$ cat src/rtl/perex_pma_tx_if.sv
// PCS-side handshake for the transmit PMA gearbox: 20-bit code-group pairs over valid/ready.
interface perex_pma_tx_if;
  logic [19:0] pcs_tx_data;
  logic        pcs_tx_valid;
  logic        pcs_tx_ready;

  modport master (output pcs_tx_data, output pcs_tx_valid, input pcs_tx_ready);
  modport slave (input pcs_tx_data, input pcs_tx_valid, output pcs_tx_ready);
endinterface

$ cat src/rtl/perex_pma_tx.sv
// Transmit PMA gearbox: 20-bit pairs in, one 10-bit code group per clock out, low half first.
// Pairs are never split; an empty FIFO is covered with idle fill pairs.
module perex_pma_tx #(
  parameter logic [9:0]  IDLE_LO = 10'b0011111010,
  parameter logic [9:0]  IDLE_HI = 10'b1001000101,
  parameter int unsigned CNT_W   = 16
) (
  input  logic             tx_clk,
  input  logic             tx_rst_n,
  input  logic             tx_enable,
  input  logic             bit_reverse,
  perex_pma_tx_if.slave    pcs,
  output logic [9:0]       pma_tx_data,
  output logic             pma_tx_even,
  output logic             tx_idle_fill,
  output logic             tx_underrun,
  output logic [CNT_W-1:0] underrun_count
);

  // StLead is the mandatory first fill pair after leaving OFF.
  typedef enum logic [1:0] {StOff, StLead, StIdle, StData} state_e;

  state_e state_q, state_d;
  logic   odd_q, odd_d;

  logic [19:0] mem_q [2];
  logic        wr_ptr_q, rd_ptr_q;
  logic [1:0]  cnt_q, cnt_d;
  logic        push, pop, flush;

  logic        sel_fill, start_ur;
  logic [19:0] pair;
  logic [9:0]  hold_q, hold_d;
  logic        hold_rev_q, hold_rev_d, hold_fill_q, hold_fill_d;

  logic [9:0]       data_q, data_d;
  logic             even_q, even_d, fill_q, fill_d, ur_q, ur_d;
  logic [CNT_W-1:0] ucnt_q, ucnt_d;

  function automatic logic [9:0] rev10(input logic [9:0] v, input logic en);
    logic [9:0] r;
    for (int i = 0; i < 10; i++) r[i] = v[9-i];
    return en ? r : v;
  endfunction

  assign pcs.pcs_tx_ready = (cnt_q != 2'd2) && (state_q != StOff);
  assign push             = pcs.pcs_tx_valid && pcs.pcs_tx_ready;
  assign flush            = (state_d == StOff);
  assign cnt_d            = flush ? 2'd0 : cnt_q + 2'(push) - 2'(pop);

  always_ff @(posedge tx_clk) begin
    if (!tx_rst_n) begin
      mem_q[0] <= '0;
      mem_q[1] <= '0;
      wr_ptr_q <= 1'b0;
      rd_ptr_q <= 1'b0;
      cnt_q    <= 2'd0;
    end else begin
      cnt_q <= cnt_d;
      if (flush) begin
        wr_ptr_q <= 1'b0;
        rd_ptr_q <= 1'b0;
      end else begin
        if (push) begin
          mem_q[wr_ptr_q] <= pcs.pcs_tx_data;
          wr_ptr_q        <= ~wr_ptr_q;
        end
        if (pop) rd_ptr_q <= ~rd_ptr_q;
      end
    end
  end

  always_ff @(posedge tx_clk) begin
    if (!tx_rst_n) begin
      state_q <= StOff;
      odd_q   <= 1'b0;
    end else begin
      state_q <= state_d;
      odd_q   <= odd_d;
    end
  end

  always_comb begin
    state_d = state_q;
    if (!odd_q) begin
      unique case (state_q)
        StOff:          if (tx_enable) state_d = StLead;
        StLead:         state_d = tx_enable ? StIdle : StOff;
        StIdle, StData: begin
          if (!tx_enable)        state_d = StOff;
          else if (cnt_q != '0) state_d = StData;
          else                   state_d = StIdle;
        end
        default:        state_d = StOff;
      endcase
    end
    // OFF parks the phase on even so the first pair after enable lands in an even slot.
    odd_d = (state_q == StOff || state_d == StOff) ? 1'b0 : ~odd_q;
  end

  always_comb begin
    pop      = 1'b0;
    sel_fill = 1'b0;
    start_ur = 1'b0;
    if (!odd_q && tx_enable) begin
      case (state_q)
        StLead:         sel_fill = 1'b1;
        StIdle, StData: begin
          if (cnt_q != '0) begin
            pop = 1'b1;
          end else begin
            sel_fill = 1'b1;
            start_ur = (state_q == StData);
          end
        end
        default: ;
      endcase
    end
    pair = sel_fill ? {IDLE_HI, IDLE_LO} : mem_q[rd_ptr_q];

    hold_d      = hold_q;
    hold_rev_d  = hold_rev_q;
    hold_fill_d = hold_fill_q;
    data_d      = '0;
    even_d      = 1'b0;
    fill_d      = 1'b0;
    ur_d        = start_ur;
    if (odd_q) begin
      data_d = rev10(hold_q, hold_rev_q);
      fill_d = hold_fill_q;
    end else if (state_q != StOff && tx_enable) begin
      hold_d      = pair[19:10];
      hold_rev_d  = bit_reverse;
      hold_fill_d = sel_fill;
      data_d      = rev10(pair[9:0], bit_reverse);
      even_d      = 1'b1;
      fill_d      = sel_fill;
    end

    ucnt_d = ucnt_q;
    if (start_ur && ucnt_q != {CNT_W{1'b1}}) ucnt_d = ucnt_q + CNT_W'(1);
  end

  always_ff @(posedge tx_clk) begin
    if (!tx_rst_n) begin
      hold_q      <= '0;
      hold_rev_q  <= 1'b0;
      hold_fill_q <= 1'b0;
      data_q      <= '0;
      even_q      <= 1'b0;
      fill_q      <= 1'b0;
      ur_q        <= 1'b0;
      ucnt_q      <= '0;
    end else begin
      hold_q      <= hold_d;
      hold_rev_q  <= hold_rev_d;
      hold_fill_q <= hold_fill_d;
      data_q      <= data_d;
      even_q      <= even_d;
      fill_q      <= fill_d;
      ur_q        <= ur_d;
      ucnt_q      <= ucnt_d;
    end
  end

  assign pma_tx_data    = data_q;
  assign pma_tx_even    = even_q;
  assign tx_idle_fill   = fill_q;
  assign tx_underrun    = ur_q;
  assign underrun_count = ucnt_q;

endmodule

$ cat src/flat_wrapper.sv
// flat-port wrapper written by rule: the top's interface ports become plain ports
module perex_pma_tx_flat 
#(
  parameter logic [9:0]  IDLE_LO = 10'b0011111010,
  parameter logic [9:0]  IDLE_HI = 10'b1001000101,
  parameter int unsigned CNT_W   = 16
)
  (tx_clk, tx_rst_n, tx_enable, bit_reverse, pma_tx_data, pma_tx_even, tx_idle_fill, tx_underrun, underrun_count, pcs_pcs_tx_data, pcs_pcs_tx_valid, pcs_pcs_tx_ready);
  perex_pma_tx_if pcs_i ();
  input  logic tx_clk;
  input  logic tx_rst_n;
  input  logic tx_enable;
  input  logic bit_reverse;
  output logic [9:0] pma_tx_data;
  output logic pma_tx_even;
  output logic tx_idle_fill;
  output logic tx_underrun;
  output logic [CNT_W-1:0] underrun_count;
  input wire logic [$bits(pcs_i.pcs_tx_data)-1:0] pcs_pcs_tx_data;
  input wire logic [$bits(pcs_i.pcs_tx_valid)-1:0] pcs_pcs_tx_valid;
  output wire logic [$bits(pcs_i.pcs_tx_ready)-1:0] pcs_pcs_tx_ready;
  assign pcs_i.pcs_tx_data = pcs_pcs_tx_data;
  assign pcs_i.pcs_tx_valid = pcs_pcs_tx_valid;
  assign pcs_pcs_tx_ready = pcs_i.pcs_tx_ready;
  perex_pma_tx #(.IDLE_LO(IDLE_LO), .IDLE_HI(IDLE_HI), .CNT_W(CNT_W)) u_core (.tx_clk(tx_clk), .tx_rst_n(tx_rst_n), .tx_enable(tx_enable), .bit_reverse(bit_reverse), .pcs(pcs_i), .pma_tx_data(pma_tx_data), .pma_tx_even(pma_tx_even), .tx_idle_fill(tx_idle_fill), .tx_underrun(tx_underrun), .underrun_count(underrun_count));
endmodule
$ cat config.mk
export PLATFORM = sky130hd
export DESIGN_NAME = perex_pma_tx_flat
export DESIGN_NICKNAME = d
export VERILOG_FILES = /design/src/rtl/perex_pma_tx_if.sv /design/src/rtl/perex_pma_tx.sv /design/src/flat_wrapper.sv
export SDC_FILE = /design/constraint.sdc
export NUM_CORES = 1
export LEC_CHECK = 0
export CAP_MARGIN = 10
export CORE_ASPECT_RATIO = 0.6
export CORE_MARGIN = 2
export CORE_UTILIZATION = 32
export CTS_CLUSTER_SIZE = 16
export DETAILED_ROUTE_END_ITERATION = 7
export HOLD_SLACK_MARGIN = 0.12
export SLEW_MARGIN = 0
export SYNTH_ARGS = -nofsm -noshare
export SYNTH_HDL_FRONTEND = slang
export SYNTH_SLANG_ARGS = --single-unit
$ cat constraint.sdc
create_clock -name tx_clk -period 5.5 [get_ports tx_clk]
set_input_delay 1.1 -clock tx_clk [delete_from_list [all_inputs] [get_ports tx_clk]]
set_output_delay 1.1 -clock tx_clk [all_outputs]
set_load 0.05 [all_outputs]
==> results.yml <==
outcome:
  outcome: "complete, no violations"
sta:
  finalCritPeriodShare_pct: 62.74
  slew_headroom_pct: 33.15
  tightest_slew_ns: 1.003
  final_max_slew_viol_count: 0
  grt_setup_unrepaired: "false"
  timing.final.crit_period_ns: 3.451
  timing.clock.skew_ns: 0.007887
  final_hold_viol_count: 0
  setup-violations-final: 0
  finalSetupTns_ns: 0
  maxClockFrequency_mhz: 289.8
synth:
  yosys.area.top_type: "sky130_fd_sc_hd__edfxtp_1"
  post_synth_num_cell_types: 35
  synth_edf_count: 40
  yosys_register_bits: 89
  postSynthNetCount: 379
  synth_area_per_cell_sq_um: 10.97
  postSynth.topFlopCell: "sky130_fd_sc_hd__dfxtp_1"
  post_synth_top_area_share_pct: 31.20
  syn-cell-area_sq_um: 3850
  synth_area_leaders: "sky130_fd_sc_hd__edfxtp_1 31%, sky130_fd_sc_hd__dfxtp_1 25%, sky130_fd_sc_hd__mux2i_1 8.8%"
  synth-async-reset-ratio_pct: 0
  sequential_area_share_after_synthesis_pct: 56.68
  yosysWarnings: 0
  syn_inst: 351
clock_tree:
  postCtsHoldBufs: 0
  path_clk_slew_ns: 0.06
  tritoncts.num_buffers: 9
  htreeDepth: 3
  tritoncts: "built"
  worst_skew_pair.late_latency_ns: 0.34
  tritoncts_num_sinks: 89
  cts-root-buf: "sky130_fd_sc_hd__clkbuf_16"
  cts-resized-gates: 0
  worst_case_clock_buffer_depth: 2
  post_cts.repair.setup_buffers: 0
hold_path:
  holdPathStages: 2
  hold_class: "reg -> reg"
power:
  internal_power_w: 0.001103
  power.ir.vdd_worst_mv: 0.1539
  power_per_cell_area_nw_per_um2: 293.1
  power_frac_seq_pct: 51.2
  p_sw_share_pct: 22.21
  leakagePower_nw: 1.738
  power.clock.fraction_pct: 41.7
  power.switching_w: 0.0003148
  combinationalPowerShare_pct: 7.1
placement:
  dp_hpwl_um: 5935
  io_buffers: 54
  placed_area_sq_um: 4549
  globalplace.congestion: 0.7730
job:
  max-cap-violations: 0
global_routing:
  global_route_wire_length_before_repair_um: 13340
  grt_antenna_before_repair: 0
  grt_max_degree: 24
  first_global_vias: 2498
  grt.overflow.total: 0
  grt_usage_pct: 13.56
setup_path:
  crit_required_ns: 5.46
  worst-path-max-fanout: 21
  worst-setup-path-type: "in -> reg"
  worst_path_max_delay_cell: "sky130_fd_sc_hd__nand2b_1"
  critPathCaptureType: "register"
  critical_path_arrival_ns: 3.41
  critical_path.most_common_cell: "sky130_fd_sc_hd__nand2b_1"
  startpoint_type_of_the_worst_setup_path: "input pin"
  reg2reg_depth: 6
  critical-path-max-stage-delay_ns: 0.80
  sequence_of_cells_on_the_critical_path: "clkdlybuf4s50_1 -> nand2b_1 -> nor3_1 -> buf_4 -> nand2b_1"
floorplanning:
  die_h_um: 88.96
  io_pins: 55
  floorplan.die_area_sq_um: 12950
  die_width_um: 145.6
  rows: 30
  design.core.area_sq_um: 11520
  initial_utilization_pct: 33.41
routing:
  final_antenna_net_count: 0
  first_pass_iters: 4
  postRouteWirelength_um: 8383
  detail_route.iter0.violations: 155
  routed-via-count: 2693
  wl_per_cell_um: 14.76
  detail_route.drc_violations: 0
  post_dr_vias_cell: 4.741
finish:
  layout_commonest_cell: "sky130_fd_sc_hd__clkdlybuf4s50_1"
  num-nets-final: 431
  finish.instance_area_sq_um: 4837
  n_fill_cell: 1114
  insertedDiodeCount: 0
  final_layout_size_suffix_gt1_share_pct: 6.863
  area.growth.synth_to_final_pct: 25.64
  area_taken_by_multi_input_logic_gates_sq_um: 1567
  final_cell_mix: "54 x sky130_fd_sc_hd__clkdlybuf4s50_1, 49 x sky130_fd_sc_hd__dfxtp_1, 40 x sky130_fd_sc_hd__edfxtp_1"
  seq_area_sq_um: 2182
synthesized netlist by cell type, drive strengths merged, types with 2 or more instances:
cell / instances
a211oi: 6
a21oi: 11
and2: 21
and3: 22
buf: 3
clkbuf: 13
dfxtp: 49
edfxtp: 40
ha: 3
inv: 10
mux2i: 34
mux4: 2
nand2: 18
nand2b: 4
nand3: 9
nand4: 5
nor2: 39
nor3: 8
nor4: 5
o21ai: 15
o22ai: 8
or2: 3
xnor2: 14
xor2: 2
state kept, by name (all words and copies together), names as in the netlist, named ones only:
| register | flops |
|---|---|
| u_core.mem_q | 40 |
| u_core.underrun_count | 16 |
| u_core.hold_q | 10 |
| u_core.pma_tx_data | 10 |
| u_core.cnt_q | 2 |
| u_core.state_q | 2 |
| u_core.hold_fill_q | 1 |
| u_core.hold_rev_q | 1 |
| u_core.odd_q | 1 |
| u_core.pma_tx_even | 1 |
| u_core.rd_ptr_q | 1 |
| u_core.tx_idle_fill | 1 |
| u_core.tx_underrun | 1 |
| u_core.wr_ptr_q | 1 |
area by class of cell:
cell class                 count  area share (%)
clock buffer                  10           4.734
sequential                    89           45.11
inverter                      10          0.7760
tap                          160           4.139
clock inverter                 6           1.216
multi-input combinational    236           32.38
timing repair buffer          57           11.64
worst paths after layout:
check / from / end / slack [ns]
setup / recovery: tx_rst_n / u_core.mem_q[0][13] / 2.05
hold / removal: u_core.hold_fill_q / u_core.tx_idle_fill / 0.48
setup reg to reg: u_core.odd_q / u_core.mem_q[0][13] / 2.96
hold reg to reg: u_core.hold_fill_q / u_core.tx_idle_fill / 0.48
cells by family (layout without fill, tap and decap cells):
kind of cell             Yosys count  in the layout  synth area share [%]
AO/OA/AOI/OAI                     42             42                 6.370
XOR/XNOR                          16             16                 3.640
adder cells (fa/ha/maj)            3              3                0.9751
buffers and inverters             26             83                 2.633
flip-flops                        89             89                 56.68
multiplexers                      36             36                 10.01
AND/OR/NAND/NOR                  139            139                 19.69
power groups by stage:
stage	Combinational, W	Sequential, W	Clock [W]
after global placement	0.0000986	0.000740	0
final	0.000101	0.000726	0.000591
after global routing	0.000111	0.000728	0.000630
after detailed placement	0.000101	0.000740	0
after floorplan	0.0000532	0.000743	0
after CTS	0.000101	0.000726	0.000601
through the flow:
| stage | utilization (%) | worst slack (ns) | instances | total power [W] | hold slack, ns |
|---|---|---|---|---|---|
| finish | 41.98 | 2.049 | 568 | 0.001418 | 0.4757 |
| global placement | 39.48 | 1.780 | 552 | 0.0008384 | 0.4680 |
| CTS | 41.98 | 1.989 | 568 | 0.001428 | 0.4667 |
| global route | 41.98 | 1.823 | 568 | 0.001469 | 0.4844 |
| floorplan | - | 2.716 | 351 | 0.0007963 | 0.4332 |
| detailed placement | 39.48 | 1.682 | 552 | 0.0008410 | 0.4539 |
worst max-delay path, delay by kind of cell:
kind          cells  cell delay, ns
buf+inv           2            1.01
simple gates      3            1.27
layer usage:
layer  GRT usage, %  up-vias  wire (um)
met5              0        -          0
met4          4.545        0        104
met3          4.439        9        398
met2          17.62       57       3201
met1          20.71     1278       4678
li1               -     1349          -
Power figures use the tool's default switching activity.
==> patch 1: new RTL, config.mk and constraints unchanged <==
Reset style: asynchronous (`tx_rst_n`), changed in 3 clocked blocks.
--- a/src/rtl/perex_pma_tx.sv
+++ b/src/rtl/perex_pma_tx.sv
@@ -50,3 +50,3 @@
 
-  always_ff @(posedge tx_clk) begin
+  always_ff @(posedge tx_clk or negedge tx_rst_n) begin
     if (!tx_rst_n) begin
@@ -72,3 +72,3 @@
 
-  always_ff @(posedge tx_clk) begin
+  always_ff @(posedge tx_clk or negedge tx_rst_n) begin
     if (!tx_rst_n) begin
@@ -143,3 +143,3 @@
 
-  always_ff @(posedge tx_clk) begin
+  always_ff @(posedge tx_clk or negedge tx_rst_n) begin
     if (!tx_rst_n) begin
Behaviour: differs if tx_rst_n is asserted again (counterexample within 4 cycles, from zero or initial values and one cycle with tx_rst_n low); with tx_rst_n held inactive, the same outputs for 10 cycles.
==> patch 1 against the unedited design <==
  * Non-clock buffer count stayed put
  * Cell area up 1.9%
  * Area after synthesis up 3.3%
  * Die area grew 3.2%
  * Setup slack improved by 0.14 ns
  * Critical path depth did not move
  * Synthesized cell count is 6.8% lower
  * Sequential share of layout area shrank 0.45 points
  * Wire length up 1.9%
  * Sequential cell count decreased by 1
  * Critical endpoint is now u_core.mem_q[8]$_DFFE_PN0P_
Power is not compared: it rests on default switching activity, and its combinational part moved more than twofold at a synthesized area within 25%.
==> patch 1: results (changes against the unedited design) <==
Vias/cell 4.83 (was 4.74); crit path to u_core.mem_q[8]$_DFFE_PN0P_ (was u_core.mem_q[0][13]$_SDFFCE_PN0P_); r2r startpoint u_core.odd_q$_DFF_PN0_ (was u_core.odd_q$_SDFF_PP0_); dpl ws 1.87 ns (was 1.68 ns); DP Cell Count 538 (was 552); post-synthesis sequential area ratio 0.553 (was 0.567); critical-path maximum fanout 20 (was 21); Critical Path AT 3.53 ns (was 3.41 ns); synth cell count leaders dfrtp_1, nand2_1, mux2_2, mux2i_1, mux2_1 (was dfxtp_1, edfxtp_1, nor2_1, mux2i_1, and3_1); Synth cell types 39 (was 35); Slew @ Worst Pin 1.15 ns (was 1.00 ns); Vias 2664 (was 2693); final worst slack 2.19 ns (was 2.05 ns); outcome finished clean (unchanged); Worst path slowest cell nand3b_1 (was nand2b_1); RD Place Congestion 0.774 (was 0.773); filler cell count 1186 (was 1114); first-pass GRT wire length 14200 um (was 13300 um); area grow syn2layout 23.9% (was 25.6%); critical path startpoint tx_enable (was tx_rst_n); Async S/R FF share, synth 1.00 (was 0); Routed WL per cell 15.5 um (was 14.8 um); WHS 0.486 ns (was 0.476 ns); Area after DPL 4690 um^2 (was 4550 um^2); Layout Nets 412 (was 431); crit-path max cell delay 0.91 ns (was 0.80 ns); endpoint with the worst hold slack u_core.mem_q[36]$_DFFE_PN0P_ (was u_core.tx_idle_fill$_SDFF_PN0_); clock skew 0.00878 ns (was 0.00789 ns); Final Power between 2 and 2.5 mW
-- patch 1: layout make-up --
| cell class | instances | area, um^2 | share of cell area |
|---|---|---|---|
| sequential | 88 | 2200 | 0.447 |
| multi-input combinational | 218 | 1680 | 0.341 |
| timing repair buffer | 57 | 561 | 0.114 |
| clock buffer | 12 | 236 | 0.0480 |
| tap | 165 | 206 | 0.0419 |
| inverter | 10 | 37.5 | 0.00761 |
| clock inverter | 1 | 7.51 | 0.00152 |
-- patch 1: logic make-up after synthesis --
kind of cell / share of synthesized area
buf+inv: 0.0242
fa+ha+maj: 0.00943
simple gates: 0.105
mux: 0.216
compound gates: 0.0610
xor+xnor: 0.0308
flops: 0.553
-- patch 1: layer usage --
metal,track usage,up-vias,wire length [um],share of wire
met5,0,-,0,0
met4,0.0405,0,72,0.0084
met3,0.0444,8,488,0.057
met2,0.175,62,3280,0.38
met1,0.217,1324,4700,0.55
li1,-,1270,-,-
==> patch 2: new RTL, same settings <==
Without the edit above. `CNT_W` is set to 16 in 2 places; all go to 32.
--- a/src/rtl/perex_pma_tx.sv
+++ b/src/rtl/perex_pma_tx.sv
@@ -5,3 +5,3 @@
   parameter logic [9:0]  IDLE_HI = 10'b1001000101,
-  parameter int unsigned CNT_W   = 16
+  parameter int unsigned CNT_W   = 32
 ) (
--- a/src/flat_wrapper.sv
+++ b/src/flat_wrapper.sv
@@ -5,3 +5,3 @@
   parameter logic [9:0]  IDLE_HI = 10'b1001000101,
-  parameter int unsigned CNT_W   = 16
+  parameter int unsigned CNT_W   = 32
 )
Ports: changed (resized underrun_count); port bits go from 55 to 71. No check against the original RTL was run, so the function may have changed too.
==> patch 2 against the unedited design <==
  * Clock skew grew 0.00067 ns
  * Area after synthesis grew 23%
  * Clock power grew 5.8%
  * Sequential cell count grew 16
  * Via count grew 38%
  * Utilization shrank 0.98 points
  * Wire length grew 41%
  * Sequential share of layout area shrank 2.9 points
  * Largest power group unchanged
  * Setup slack lost 0.085 ns
  * Cell area grew 23%
  * Total power grew 11%
==> patch 2: results (changes against the unedited design) <==
Critical Path AT 3.51 ns (was 3.41 ns); worst-case reg-to-reg path depth 8 (was 6); first-pass GRT wire length 19100 um (was 13300 um); clock skew 0.00856 ns (was 0.00789 ns); Post-DP HPWL 8490 um (was 5930 um); Worst VDD drop 0.134 mV (was 0.154 mV); post-synthesis sequential area ratio 0.530 (was 0.567); endpoint with the worst hold slack u_core.underrun_count[11]$_SDFFE_PN0P_ (was u_core.tx_idle_fill$_SDFF_PN0_); Mapped Nets 494 (was 379); Non-clock buffer share 0.129 (was 0.116); Vias 3708 (was 2693); outcome finished clean (unchanged); crit path to u_core.mem_q[0][19]$_SDFFCE_PN0P_ (was u_core.mem_q[0][13]$_SDFFCE_PN0P_); r2r startpoint u_core.cnt_q[1]$_SDFF_PP0_ (was u_core.odd_q$_SDFF_PP0_); non-clock buffer count 76 (was 57); synth cell count leaders dfxtp_1, edfxtp_1, a21oi_1, nor2_1, o21ai_0 (was dfxtp_1, edfxtp_1, nor2_1, mux2i_1, and3_1); Slew HR 0.268 (was 0.332); r2r setup slk 2.63 ns (was 2.96 ns); DP Cell Count 714 (was 552); filler cell count 1421 (was 1114); WHS 0.494 ns (was 0.476 ns); first-iteration detailed-routing DRC count 318 (was 155); Global Route Usage Sum 0.155 (was 0.136); pin count of the biggest net entering global routing 46 (was 24); worst reg2reg endpoint u_core.cnt_q[1]$_SDFF_PP0_ (was u_core.mem_q[0][13]$_SDFFCE_PN0P_); Synth cell types 43 (was 35); non-filler instance count after layout 731 (was 568); Seq/total area 0.422 (was 0.451); fraction of area in multi-input gates 0.350 (was 0.324); RD Place Congestion 0.823 (was 0.773); Layout clock area frac 0.0485 (was 0.0595)
patch 2: kinds of logic (layout without fill, tap and decap cells):
family / Yosys count / count (layout) / synth area share
buffers and inverters: 39 / 106 / 0.0318
AND/OR/NAND/NOR: 178 / 178 / 0.208
multiplexers: 33 / 33 / 0.0840
XOR/XNOR: 9 / 9 / 0.0167
adder cells (fa/ha/maj): 3 / 3 / 0.00795
AO/OA/AOI/OAI: 99 / 99 / 0.122
flip-flops: 105 / 105 / 0.530
patch 2: layer usage:
layer,up-vias,share of wire,global-route usage
met5,-,0,0
met4,0,0.011,0.0391
met3,10,0.064,0.0387
met2,116,0.39,0.209
met1,1747,0.53,0.243
li1,1835,-,-
patch 2: metrics by stage:
stage	worst slack, ns	instance area [um^2]	utilization
3_5_place_dp	1.57	5610	0.388
5_1_grt	1.63	5930	0.410
2_1_floorplan	2.65	4720	-
6_report	1.96	5930	0.410
4_1_cts	1.93	5900	0.408
3_3_place_gp	1.65	5610	0.388
